$ cat config.mk
export PLATFORM = sky130hd
export DESIGN_NAME = mem_port_arbiter
export DESIGN_NICKNAME = d
export VERILOG_FILES = /design/src/rtl/mem_port_arbiter.sv
export SDC_FILE = /design/constraint.sdc
export NUM_CORES = 1
export LEC_CHECK = 0
export ABC_CLOCK_PERIOD_IN_PS = 2600
export BUFFER_PORTS_ARGS = -buffer_cell sky130_fd_sc_hd__buf_2
export CAP_MARGIN = 0
export CORE_AREA = 4 4 208 210
export CTS_CLUSTER_DIAMETER = 200
export DETAILED_ROUTE_END_ITERATION = 10
export DIE_AREA = 0 0 212 214
export PLACE_DENSITY = 0.54
export SLEW_MARGIN = 15
export SYNTH_ARGS = -nofsm -noshare
export SYNTH_HDL_FRONTEND = slang
export SYNTH_SLANG_ARGS = --single-unit
$ cat constraint.sdc
create_clock -name clk -period 2.6 [get_ports clk]
set_clock_uncertainty 0.1 [all_clocks]
set_input_delay 0.52 -clock clk [delete_from_list [all_inputs] [get_ports clk]]
set_output_delay 0.52 -clock clk [all_outputs]
set_load 0.005 [all_outputs]
$ cat src/rtl/mem_port_arbiter.sv
// mem_port_arbiter: shares one memory bus port between instruction fetch (I)
// and MEM-stage data access (D). One owner at a time, grant held until the bus
// responds. D wins ties unless it has already taken STARVE_MAX grants in a row
// while I was waiting. A flushed fetch is drained so its late response is
// swallowed instead of being delivered to the fetch stage.
module mem_port_arbiter #(
  parameter int ADDR_W     = 64,
  parameter int DATA_W     = 64,
  parameter int STARVE_MAX = 4
) (
  input  logic                clk,
  input  logic                resetn,
  input  logic                i_req_valid,
  input  logic [ADDR_W-1:0]   i_req_addr,
  output logic                i_resp_ok,
  output logic [DATA_W-1:0]   i_resp_data,
  input  logic                d_req_valid,
  input  logic                d_req_write,
  input  logic [ADDR_W-1:0]   d_req_addr,
  input  logic [2:0]          d_req_size,
  input  logic [DATA_W/8-1:0] d_req_strobe,
  input  logic [DATA_W-1:0]   d_req_data,
  output logic                d_resp_ok,
  output logic [DATA_W-1:0]   d_resp_data,
  output logic                m_req_valid,
  output logic                m_req_write,
  output logic [ADDR_W-1:0]   m_req_addr,
  output logic [2:0]          m_req_size,
  output logic [DATA_W/8-1:0] m_req_strobe,
  output logic [DATA_W-1:0]   m_req_data,
  input  logic                m_resp_ok,
  input  logic [DATA_W-1:0]   m_resp_data,
  output logic [1:0]          owner
);

  localparam int STRB_W = DATA_W / 8;
  localparam logic [3:0] STREAK_MAX = 4'(STARVE_MAX);

  typedef enum logic [1:0] {IDLE, GRANT_I, GRANT_D, DRAIN} state_t;

  // Latched bus request; the bus only ever sees these registers.
  typedef struct packed {
    logic              write;
    logic [ADDR_W-1:0] addr;
    logic [2:0]        size;
    logic [STRB_W-1:0] strobe;
    logic [DATA_W-1:0] data;
  } bus_req_t;

  state_t   state, state_nxt;
  bus_req_t req_q, req_nxt;
  logic [3:0] d_streak, d_streak_nxt;
  logic       d_wins;

  // D wins a tie unless I has been passed over STARVE_MAX times in a row.
  assign d_wins = d_req_valid && !(i_req_valid && (d_streak == STREAK_MAX));

  // Next-state, grant latching, streak update and response routing.
  always_comb begin
    state_nxt    = state;
    req_nxt      = req_q;
    d_streak_nxt = d_streak;
    i_resp_ok    = 1'b0;
    d_resp_ok    = 1'b0;
    case (state)
      IDLE: begin
        if (d_wins) begin
          state_nxt      = GRANT_D;
          req_nxt.write  = d_req_write;
          req_nxt.addr   = d_req_addr;
          req_nxt.size   = d_req_size;
          req_nxt.strobe = d_req_strobe;
          req_nxt.data   = d_req_data;
          if (!i_req_valid)                d_streak_nxt = 4'd0;
          else if (d_streak != STREAK_MAX) d_streak_nxt = d_streak + 4'd1;
        end else if (i_req_valid) begin
          state_nxt      = GRANT_I;
          req_nxt.write  = 1'b0;
          req_nxt.addr   = i_req_addr;
          req_nxt.size   = 3'b011;
          req_nxt.strobe = '0;
          req_nxt.data   = '0;
          d_streak_nxt   = 4'd0;
        end
      end
      GRANT_I: begin
        // A response in the same cycle as a flush still completes the fetch.
        if (m_resp_ok) begin
          i_resp_ok = 1'b1;
          state_nxt = IDLE;
        end else if (!i_req_valid) begin
          state_nxt = DRAIN;
        end
      end
      GRANT_D: begin
        // D is not allowed to abort; complete regardless of d_req_valid.
        if (m_resp_ok) begin
          d_resp_ok = 1'b1;
          state_nxt = IDLE;
        end
      end
      DRAIN: begin
        // Swallow the response of the flushed fetch.
        if (m_resp_ok) state_nxt = IDLE;
      end
      default: state_nxt = IDLE;
    endcase
  end

  // State, latched request and streak registers.
  always_ff @(posedge clk or negedge resetn) begin
    if (!resetn) begin
      state    <= IDLE;
      req_q    <= '0;
      d_streak <= 4'd0;
    end else begin
      state    <= state_nxt;
      req_q    <= req_nxt;
      d_streak <= d_streak_nxt;
    end
  end

  // Bus drive and owner report, all from registered state.
  always_comb begin
    m_req_valid  = (state != IDLE);
    m_req_write  = req_q.write;
    m_req_addr   = req_q.addr;
    m_req_size   = req_q.size;
    m_req_strobe = req_q.strobe;
    m_req_data   = req_q.data;
    i_resp_data  = i_resp_ok ? m_resp_data : '0;
    d_resp_data  = d_resp_ok ? m_resp_data : '0;
    case (state)
      GRANT_I, DRAIN: owner = 2'd1;
      GRANT_D:        owner = 2'd2;
      default:        owner = 2'd0;
    endcase
  end

endmodule
=== Word-level counts from Yosys, hierarchy flattened ===
Index checks and enable logic that the tools add are counted.
W data, S select, Z words.

* Output and inout port bits: 273
* Bits in registers: 146
* Input bits: 273

* Reduce and logical (&&, ||, !) cells: 11
* Multiplexer cells: 18
* Equality and inequality tests: 9
* $add $sub $neg: 1

{| class="wikitable"
|+ Operator list
! kind !! count
|-
| $mux W140 || 2
|-
| $mux W64 || 2
|-
| $mux W4 || 4
|-
| $mux W2 || 5
|-
| $ne A3 B3 Y1 const B || 2
|-
| $pmux W2 S3 || 1
|-
| $reduce_and A3 Y1 || 2
|-
| $add A4 B1 Y4 const B || 1
|-
| $eq A2 B2 Y1 const B || 2
|-
| $eq A4 B3 Y1 const B || 1
|-
| $ne A4 B3 Y1 const B || 1
|-
| $pmux W2 S2 || 1
|-
| $reduce_bool A2 Y1 || 2
|-
| $reduce_or A2 Y1 || 2
|-
| $mux W1 || 3
|-
| $ne A3 B2 Y1 const B || 1
|-
| $eq A2 B1 Y1 const B || 1
|-
| $logic_and A1 B1 Y1 || 2
|-
| $logic_not A2 Y1 || 1
|-
| $ne A2 B1 Y1 const B || 1
|-
| $reduce_and A2 Y1 || 1
|-
| $logic_not A1 Y1 || 1
|}

=== Depth between registers and ports, before layout ===
* Depth in word-level cells: 6
* Gate-level depth with buffers: 7
* Depth with buffers taken out: 5

=== Least setup slack after synthesis ===
Ideal clock, no wire load.

* Path type: input -> output
* From: input port m_resp_ok
* To: output port i_resp_data[10]
* Stages: 4
* Arrival: 1201 ps
* Setup slack: 779 ps
* Path through: nor3b_1 buf_2 clkbuf_2 and2_1

* Word-level cells in the longest chain between the ends: 3

{| class="wikitable"
|+ Ends and longest elaborated chain
! item !! line !! RTL
|-
| from (decl) || 31 || <nowiki>input logic m_resp_ok,</nowiki>
|-
| $mux W1 || 88 || <nowiki>if (m_resp_ok) begin</nowiki>
|-
| $mux W1 || 65 || <nowiki>case (state)</nowiki>
|-
| $mux W64 || 131 || <nowiki>i_resp_data = i_resp_ok ? m_resp_data : '0;</nowiki>
|-
| to (decl) || 16 || <nowiki>output logic [DATA_W-1:0] i_resp_data,</nowiki>
|}

Every way passes these cells.

=== Worst setup path after layout ===
* From: register state[0]
* To: output port i_resp_data[36]

* Word-level cells in the longest chain between the ends: 3

{| class="wikitable"
|+ Ends and longest elaborated chain
! item !! line !! RTL
|-
| from (decl) || 50 || <nowiki>state_t state, state_nxt;</nowiki>
|-
| from (signal assigned) || 117 || <nowiki>state <= state_nxt;</nowiki>
|-
| $eq A2 B1 Y1 || 65 ||
|-
| $mux W1 || 65 ||
|-
| $mux W64 || 131 ||
|}

Every way passes these cells.

==> flow_summary_export.csv <==
group,metric,value,unit
outcome,outcome,"complete, no violations",
logic_synthesis,netlist_area,7705,µm²
sta,fin_crit_sh,0.9472,
logic_synthesis,synth.ff_latch_count,146,
global_route,grt_start_max_net_pins,83,
cts,hold_buffers,1,
cts,worstSkewPairLatency,0.43,ns
worst_setup_path,arrival,1.84,ns
route,vias,8496,
floorplan,core_area,41570,µm²
logic_synthesis,yosys.cell_types.count,34,
logic_synthesis,synth-edff-count,0,
global_route,grt_pass1_vias,8271,
hold_path,min_path_type,"input pin to flop",
logic_synthesis,syn_avg_cell_area,10.08,µm²
power,total_power,10.88,mW
layout,seq_area,3654,µm²
route,avgRoutedWirePerCell,18.99,µm
layout,multi_input_area,3538,µm²
sta,setup_viol,0,
sta,drv_slew,0,
route,drc,0,
route,first_pass_iters,5,
sta,fin_worst_hold_slack,0.2306,ns
worst_setup_path,worstSetupPathType,"flop to primary output",
place,dpl_cell_area,10970,µm²
worst_setup_path,path_buf_inv,3,
power,cellLeakagePower,5.892,nW
place,gp_congestion,0.9214,
worst_setup_path,crit_chain,"inv_2 > nor3b_2 > buf_12 > and2_1 > buf_2",
layout,syn_to_final_growth,50.03,%
sta,fmax,406.1,MHz
cts,cts_htree_levels,4,
floorplan,start_util,0.1853,
sta,max_slew_margin,0.4605,
worst_setup_path,critPathLaunchType,"flop",
cts,clock_sinks,146,
worst_setup_path,critPathMaxFanout,65,
hold_path,hp-start,"i_req_addr[23]",
job,drv_cap,0,
logic_synthesis,synthFlopType,"dfrtp_1",
floorplan,pin_count,546,
route,viasPerCell,4.710,
worst_setup_path,required,1.98,ns
floorplan,rows,75,
cts,cts_made_buffers,17,
layout,fin_area,11560,µm²
sta,rsz0062_at_grt,"no",
cts,clkTransAtPathRegs,0.07,ns
cts,cts-resized-gates,0,
worst_setup_path,reg2reg_from,"d_streak[0]",
cts,cts_root_buf,"clkbuf_16",
power,p_per_area,940.9,nW/µm²
logic_synthesis,async_reset_ff_frac,1.000,
cts,cts_tree,"done",
layout,nNetsFinal,1525,
power,ir_drop,0.4188,mV
place,hpwlAfterDp,25260,µm
logic_synthesis,syn-num-nets,1039,
worst_setup_path,cpMaxStageDelayCell,"dfrtp_1",
global_route,grt_usage,0.1409,
global_route,grt-ovfl-total,0,
logic_synthesis,synth_seq_area_share,0.4742,
global_route,grt_pass1_wl,50520,µm
route,wl,34250,µm
sta,final.setup.tns,0,ns
logic_synthesis,yosysWarnings,0,
worst_setup_path,crit_family,"flip-flops",
worst_setup_path,timing.critical_path.from,"state[0]",
place,io_buffers,545,
sta,finalHoldViolCount,0,
floorplan,die_h,214,µm
layout,mostFrequentLayoutCell,"buf_2",
route,ant_nets,0,
floorplan,die-area,45370,µm²
route,drt-initial-drc-count,783,
worst_setup_path,end_kind,"primary output",
sta,period_minus_slack,2.463,ns
layout,nFillCells,4440,
global_route,grt_antenna_before_repair,6,
floorplan,die_w,212,µm
logic_synthesis,postSynthCellCount,764,
cts,cts_buffer_depth,2,
sta,tightest_slew,0.8092,ns
layout,drive_gt1_frac,0.4877,
worst_setup_path,critical_path.max_stage_delay,0.48,ns
layout,final_cell_mix,"buf_2 (544), dfrtp_1 (146), nand3_1 (76)",
cts,cts_setup_buffers,0,
==> final timing paths <==
kind                                   end  slack, ns  cells after the start
max                        i_resp_data[36]       0.14                      5
min in group asynchronous   m_req_data[46]       0.37                      2
max reg2reg                 m_req_addr[52]       0.46                      6
min                         m_req_addr[23]       0.23                      3
max in group asynchronous    m_req_addr[8]       1.32                      3
min reg2reg                m_req_strobe[4]       0.38                      1
==> cell type report <==
type,count,area share
antenna,2,0.0004329
clock buffer,19,0.03832
clock inverter,13,0.01169
inverter,7,0.002273
multi-input combinational,505,0.3061
sequential,146,0.3161
tap,539,0.05834
timing repair buffer,573,0.2668
==> cells in the mapped netlist (2+ instances only) <==
| library cell | n | area, µm² |
|---|---|---|
| and3_1 | 64 | 400.4 |
| a2bb2oi_1 | 66 | 578.1 |
| buf_1 | 4 | 15.01 |
| o2bb2ai_1 | 74 | 648.1 |
| nand3_1 | 76 | 380.4 |
| o21ai_1 | 8 | 40.04 |
| nor2_4 | 3 | 33.78 |
| clkbuf_1 | 47 | 176.4 |
| nor3_1 | 2 | 10.01 |
| and2_1 | 65 | 406.6 |
| dfrtp_1 | 146 | 3654 |
| inv_2 | 3 | 11.26 |
| inv_1 | 4 | 15.01 |
| o211ai_1 | 2 | 15.01 |
| buf_2 | 36 | 180.2 |
| buf_4 | 12 | 90.09 |
| o22ai_1 | 3 | 18.77 |
| ha_1 | 2 | 25.02 |
| clkbuf_2 | 6 | 30.03 |
| o21ai_0 | 60 | 300.3 |
| nand4_1 | 3 | 18.77 |
| nor2b_1 | 2 | 12.51 |
| a311oi_1 | 64 | 560.5 |
| nand4b_1 | 2 | 17.52 |
==> worst min-delay path, delay by kind of cell <==
kind / cells / cell delay, ns
buf+inv: 1 / 0.09
compound gates: 2 / 0.12
==> cell families after synthesis <==
kind of cell,synth area share
compound gates,0.2811
fa+ha+maj,0.003247
buf+inv,0.06869
flops,0.4742
simple gates,0.1728
==> metal layers <==
| layer | vias to the layer above | part of all wire | GRT usage |
|---|---|---|---|
| met5 | - | 0.0017 | 0 |
| met4 | 8 | 0.020 | 0.04214 |
| met3 | 48 | 0.094 | 0.04774 |
| met2 | 435 | 0.45 | 0.2139 |
| met1 | 4104 | 0.44 | 0.1901 |
| li1 | 3901 | - | - |
==> power by group <==
part           switching [mW]  total [mW]  internal [mW]
combinational            2.27        4.51           2.24
clock                    1.03        2.47           1.44
sequential              0.624        3.90           3.28
==> state kept, by name, summed over array words and instances, names as in the netlist <==
name,count
m_req_addr,64
m_req_data,64
m_req_strobe,8
d_streak,4
m_req_size,3
state,2
m_req_write,1
==> stage by stage <==
step / instances / setup slack (ns) / utilization
floorplan: 764 / 0.7794 / -
global placement: 1769 / 0.4238 / 0.2638
detailed placement: 1769 / 0.3999 / 0.2638
CTS: 1802 / 0.07705 / 0.2780
global route: 1803 / 0.01417 / 0.2780
finish: 1804 / 0.1373 / 0.2781
(Power assumes the default switching activity.)
